==> src/rtl/bin2bcd_seq.sv <==
// bin2bcd_seq: sequential shift-add-3 binary-to-BCD converter with saturation to all nines
module bin2bcd_seq #(
   parameter int BIN_W  = 16,
   parameter int DIGITS = 4
) (
   input  logic                  iCLK,
   input  logic                  iRST_n,
   input  logic [BIN_W-1:0]      iBIN,
   input  logic                  iSTART,
   output logic [4*DIGITS-1:0]   oDIG,
   output logic                  oBUSY,
   output logic                  oDONE,
   output logic                  oOVF
);
   localparam int W  = (BIN_W > 4*DIGITS) ? BIN_W : 4*DIGITS;
   localparam int CW = $clog2(BIN_W + 1);
   localparam logic [W-1:0]  MAXV = W'(10**DIGITS - 1);
   localparam logic [CW-1:0] LAST = CW'(BIN_W - 1);
   typedef enum logic [1:0] {IDLE, CONV, DONE} state_t;
   state_t              state;
   logic [BIN_W-1:0]    shReg;
   logic [4*DIGITS-1:0] bcd, bcdAdj;
   logic [CW-1:0]       cnt;
   logic                ovfPend;
   logic                tooBig;
   assign tooBig = W'(iBIN) > MAXV;
   // add 3 to every digit that would reach 10 or more after the next shift
   always_comb begin
      bcdAdj = bcd;
      for (int d = 0; d < DIGITS; d++)
         bcdAdj[4*d +: 4] = (bcd[4*d +: 4] >= 4'd5) ? bcd[4*d +: 4] + 4'd3 : bcd[4*d +: 4];
   end
   // control FSM, datapath and registered outputs; results publish only after a full conversion
   always_ff @(posedge iCLK or negedge iRST_n) begin
      if (!iRST_n) begin
         state   <= IDLE;
         shReg   <= '0;
         bcd     <= '0;
         cnt     <= '0;
         ovfPend <= 1'b0;
         oDIG    <= '0;
         oBUSY   <= 1'b0;
         oDONE   <= 1'b0;
         oOVF    <= 1'b0;
      end else begin
         oDONE <= 1'b0;
         case (state)
            IDLE: if (iSTART) begin
               shReg   <= tooBig ? MAXV[BIN_W-1:0] : iBIN;
               ovfPend <= tooBig;
               bcd     <= '0;
               cnt     <= '0;
               oBUSY   <= 1'b1;
               state   <= CONV;
            end
            CONV: begin
               bcd   <= {bcdAdj[4*DIGITS-2:0], shReg[BIN_W-1]};
               shReg <= shReg << 1;
               cnt   <= cnt + 1'b1;
               if (cnt == LAST) state <= DONE;
            end
            DONE: begin
               oDIG  <= bcd;
               oOVF  <= ovfPend;
               oDONE <= 1'b1;
               oBUSY <= 1'b0;
               state <= IDLE;
            end
            default: state <= IDLE;
         endcase
      end
   end
endmodule

==> config.mk <==
export PLATFORM = sky130hd
export DESIGN_NAME = bin2bcd_seq
export DESIGN_NICKNAME = d
export VERILOG_FILES = /design/src/rtl/bin2bcd_seq.sv
export SDC_FILE = /design/constraint.sdc
export NUM_CORES = 1
export LEC_CHECK = 0
export BUFFER_PORTS_ARGS = -buffer_cell sky130_fd_sc_hd__buf_2
export CAP_MARGIN = 15
export CORE_MARGIN = 2
export CORE_UTILIZATION = 40
export DETAILED_ROUTE_END_ITERATION = 8
export GPL_ROUTABILITY_DRIVEN = 0
export GPL_TIMING_DRIVEN = 0
export PLACE_DENSITY = 0.67
export SYNTH_ARGS = -nofsm -noshare
export SYNTH_HDL_FRONTEND = slang
export SYNTH_SLANG_ARGS = --single-unit
==> constraint.sdc <==
create_clock -name iCLK -period 1.93 [get_ports iCLK]
set_input_delay 0.579 -clock iCLK [delete_from_list [all_inputs] [get_ports iCLK]]
set_output_delay 0.579 -clock iCLK [all_outputs]
set_load 0.02 [all_outputs]
==> flow_results.xml <==
<?xml version="1.0" encoding="UTF-8"?>
<metrics>
  <group name="clock_tree">
    <metric name="clock_tree.root_cell" unit="">clkbuf_8</metric>
    <metric name="hold_buf_count_cts" unit="">0</metric>
    <metric name="cts_made_buffers" unit="">9</metric>
    <metric name="clock-sinks" unit="">59</metric>
    <metric name="clock_path_buffers" unit="">2</metric>
    <metric name="clkTransAtPathRegs" unit="ns">0.07</metric>
    <metric name="cts-htree-levels" unit="">3</metric>
    <metric name="clk_latency" unit="ns">0.34</metric>
    <metric name="tritoncts_clock_tree" unit="">yes</metric>
  </group>
  <group name="place">
    <metric name="dpl_cell_area" unit="sq um">2940</metric>
    <metric name="place.port_buffers" unit="">37</metric>
    <metric name="hpwlAfterDp" unit="microns">3890</metric>
  </group>
  <group name="pwr">
    <metric name="pwr-share-comb" unit="%">36.6</metric>
    <metric name="p_seq_share" unit="%">37.8</metric>
    <metric name="p_leak" unit="uW">0.00161</metric>
    <metric name="internal_power" unit="uW">3480</metric>
    <metric name="power.share.switching" unit="%">35.2</metric>
    <metric name="ir_worst_vdd" unit="V">0.000734</metric>
    <metric name="share_clk_of_total_power" unit="%">25.6</metric>
    <metric name="power.switching" unit="uW">1890</metric>
    <metric name="power_density" unit="nW/um^2">1690</metric>
  </group>
  <group name="sta">
    <metric name="final_hold_viol_count" unit="">0</metric>
    <metric name="final-setup-viol-count" unit="">0</metric>
    <metric name="slew_violations" unit="">0</metric>
    <metric name="final_period_minus_worst_setup_slack" unit="ns">1.66</metric>
    <metric name="fraction_of_the_cycle_the_final_worst_path_needs" unit="%">85.8</metric>
    <metric name="tightest_slew" unit="ns">0.617</metric>
    <metric name="clock_skew" unit="ns">0.00736</metric>
    <metric name="max_slew_margin" unit="%">58.8</metric>
    <metric name="unrepaired_setup_endpoints_after_global_routing" unit="">false</metric>
    <metric name="achievable-frequency" unit="MHz">604</metric>
  </group>
  <group name="route">
    <metric name="drt-pass1-iter-count" unit="">4</metric>
    <metric name="totalWireLength" unit="microns">5570</metric>
    <metric name="postRouteAntennaNets" unit="">0</metric>
    <metric name="remaining_drc_errors" unit="">0</metric>
    <metric name="first_iter_violations" unit="">117</metric>
    <metric name="route.vias.total" unit="">1982</metric>
    <metric name="route.detailed.wl_per_inst" unit="microns">15.0</metric>
    <metric name="vias_per_cell" unit="">5.33</metric>
  </group>
  <group name="floorplanning">
    <metric name="num_io_pins" unit="">38</metric>
    <metric name="rows" unit="">29</metric>
    <metric name="die_h" unit="microns">85.2</metric>
    <metric name="floorplan.initialDensity" unit="%">41.5</metric>
    <metric name="fp.coreArea" unit="sq um">6350</metric>
    <metric name="chipWidth" unit="microns">85.2</metric>
    <metric name="die_area" unit="sq um">7260</metric>
  </group>
  <group name="yosys">
    <metric name="synth_top_flop_cell" unit="">dfrtp_1</metric>
    <metric name="postSynthCellCount" unit="">241</metric>
    <metric name="number_of_register_bits_inferred_by_synthesis" unit="">59</metric>
    <metric name="post_synth_simple_gate_area" unit="%">9.11</metric>
    <metric name="avgSynthCellArea" unit="sq um">10.9</metric>
    <metric name="ys_async_sr_fraction" unit="%">100</metric>
    <metric name="synth-edff-count" unit="">0</metric>
    <metric name="synth-seq-area-share" unit="%">56.0</metric>
    <metric name="syn_area" unit="sq um">2640</metric>
    <metric name="yosysUniqueCellTypes" unit="">34</metric>
    <metric name="synthMuxAreaShare" unit="%">5.36</metric>
    <metric name="syn_nets" unit="">270</metric>
    <metric name="synth-compound-area-share" unit="%">18.7</metric>
    <metric name="yosys.area_share.adder" unit="%">4.74</metric>
    <metric name="ys_warn_count" unit="">0</metric>
    <metric name="synth_top_family_by_area" unit="">compound AO/OA/AOI/OAI gates</metric>
    <metric name="xor_xnor_fraction_of_synth_area" unit="%">1.99</metric>
  </group>
  <group name="cells_and_area">
    <metric name="register_area" unit="sq um">1480</metric>
    <metric name="design_area" unit="sq um">3180</metric>
    <metric name="final_core_util" unit="%">50.1</metric>
    <metric name="multi_input_comb_area" unit="sq um">1050</metric>
    <metric name="diodes" unit="">0</metric>
    <metric name="flow.area_growth_from_synthesis" unit="%">20.6</metric>
    <metric name="n_fill_cell" unit="">587</metric>
    <metric name="drive_gt1_share" unit="%">23.7</metric>
    <metric name="finalNetCount" unit="">319</metric>
  </group>
  <group name="worst_setup_path">
    <metric name="cp-end-kind" unit="">flop</metric>
    <metric name="critPathArrivalTime" unit="ns">1.91</metric>
    <metric name="startpoint_to_endpoint_class_of_the_critical_path" unit="">reg2reg</metric>
    <metric name="crit_fanout" unit="">10</metric>
    <metric name="setup.worst_path.start_class" unit="">flop</metric>
    <metric name="worst-endpoint-required" unit="ns">2.19</metric>
  </group>
  <group name="grt">
    <metric name="globalRoute.totalOverflow" unit="">0</metric>
    <metric name="antenna_found_initial" unit="">0</metric>
    <metric name="track_usage" unit="%">17.2</metric>
    <metric name="via_count_of_the_first_global_routing_pass" unit="">1979</metric>
    <metric name="grt_pass1_wl" unit="microns">9520</metric>
    <metric name="pin_count_of_the_biggest_net_entering_global_routing" unit="">35</metric>
  </group>
  <group name="flow_run">
    <metric name="cap_viol_max_count" unit="">0</metric>
  </group>
  <group name="min_path">
    <metric name="min_path_type" unit="">in2async</metric>
  </group>
  <group name="status">
    <metric name="status" unit="">complete, no violations</metric>
  </group>
</metrics>
-- area by class of cell --
cell class | count | area share, %
Sequential cell | 59 | 46.4
Multi-Input combinational cell | 155 | 33.1
Timing Repair Buffer | 38 | 6.45
Clock buffer | 11 | 4.44
Clock inverter | 5 | 3.15
Tap cell | 77 | 3.03
Inverter | 17 | 2.01
Buffer | 10 | 1.45
-- state kept, by name, indices dropped and copies added, names as in the netlist --
| name | cells |
|---|---|
| oDIG | 16 |
| shReg | 16 |
| oDONE | 1 |
| bcd | 16 |
| ovfPend | 1 |
| state | 2 |
| oBUSY | 1 |
| oOVF | 1 |
| cnt | 5 |
-- timing repair --
item	CTS	global route
setup endpoints to repair	0	3
buffers inserted	0	0
gates resized for setup	0	2
-- worst max-delay path, stage by stage (launching register included) --
cell and delay, ns:
dfrtp_1 0.35, buf_2 0.16, nor2_2 0.44, clkbuf_2 0.36, o22ai_1 0.12, a21oi_1 0.14
-- power by group through the flow --
| stage | Clock [uW] | Sequential (uW) | Combinational [uW] |
|---|---|---|---|
| 3_3_place_gp | 0 | 2030 | 1920 |
| 5_1_grt | 1450 | 2090 | 2260 |
| 4_1_cts | 1400 | 2030 | 1990 |
| 3_5_place_dp | 0 | 2050 | 1980 |
| 6_report | 1370 | 2030 | 1960 |
| 2_1_floorplan | 0 | 2090 | 1380 |
-- cells in the final DEF (no fill, tap or decap) --
master / synthesis / routed
o32ai_1: 2 / 2
nor2b_1: 1 / 1
bufinv_16: 0 / 3
nand2_1: 19 / 19
a21oi_1: 11 / 11
mux2_2: 9 / 9
dfrtp_1: 59 / 59
mux2i_1: 4 / 4
xnor2_1: 4 / 4
nand3_1: 2 / 2
nor3b_1: 2 / 2
ha_1: 10 / 10
a211oi_1: 1 / 1
nor2_2: 1 / 1
nor2_1: 8 / 8
nand4_1: 1 / 1
and2_1: 1 / 1
clkinv_2: 0 / 2
inv_1: 17 / 17
clkbuf_2: 0 / 1
xor2_1: 2 / 2
a221oi_1: 1 / 1
o22ai_1: 10 / 10
a22oi_1: 2 / 2
or2_1: 1 / 1
o21ai_0: 26 / 26
nor3_1: 5 / 5
a22o_1: 11 / 11
clkbuf_8: 0 / 10
nand2b_1: 6 / 6
a32o_1: 4 / 4
buf_12: 0 / 1
o31ai_1: 4 / 4
clkbuf_1: 4 / 4
and3_1: 1 / 1
a21o_1: 4 / 4
or4_1: 1 / 1
nor4_1: 1 / 1
buf_2: 6 / 43
-- metrics by stage --
| stage | total power (uW) | std cells | TNS, ns | setup slack [ns] | hold slack, ns |
|---|---|---|---|---|---|
| finish | 5370 | 372 | 0 | 0.275 | 0.253 |
| global route | 5800 | 372 | 0 | 0.127 | 0.292 |
| CTS | 5410 | 372 | 0 | 0.131 | 0.261 |
| detailed placement | 4020 | 356 | -0.379 | -0.0976 | 0.467 |
| global placement | 3940 | 355 | -0.562 | -0.123 | 0.457 |
| floorplan | 3470 | 241 | 0 | 0.411 | 0.283 |
-- worst paths after layout --
| path | startpoint | endpoint | slack (ns) | depth (start not counted) |
|---|---|---|---|---|
| worst max-delay path | state[1] | shReg[3] | 0.27 | 5 |
| worst min-delay path | iRST_n | oDIG[15] | 0.25 | 1 |
| worst max register to register | state[1] | shReg[3] | 0.27 | 5 |
| worst min register to register | oDIG[9] | oDIG[9] | 0.48 | 2 |
| max in group asynchronous | iRST_n | cnt[3] | 1.09 | 2 |
| min in group iCLK | iBIN[5] | shReg[5] | 0.46 | 2 |
-- routing by layer --
layer | track usage [%] | up-vias | wire length, microns
li1 | - | 961 | -
met1 | 23.4 | 972 | 2730
met2 | 26.6 | 40 | 2530
met3 | 4.18 | 9 | 225
met4 | 6.93 | 0 | 89
met5 | 0 | - | 0
-- cells in the mapped netlist, drive strengths merged (5+ instances only) --
cell	instances	area [sq um]
a21oi	11	55.1
a22o	11	96.3
buf	6	30.0
dfrtp	59	1480
ha	10	125
inv	17	63.8
mux2	9	101
nand2	19	71.3
nand2b	6	37.5
nor2	9	36.3
nor3	5	25.0
o21ai	26	130
o22ai	10	62.6
-- kinds of logic after synthesis --
group                    after synthesis
multiplexers                          13
AO/OA/AOI/OAI                         76
XOR/XNOR                               6
flip-flops                            59
adder cells (fa/ha/maj)               10
buffers and inverters                 27
AND/OR/NAND/NOR                       50
Note: power is estimated with default switching activity, not from simulation.
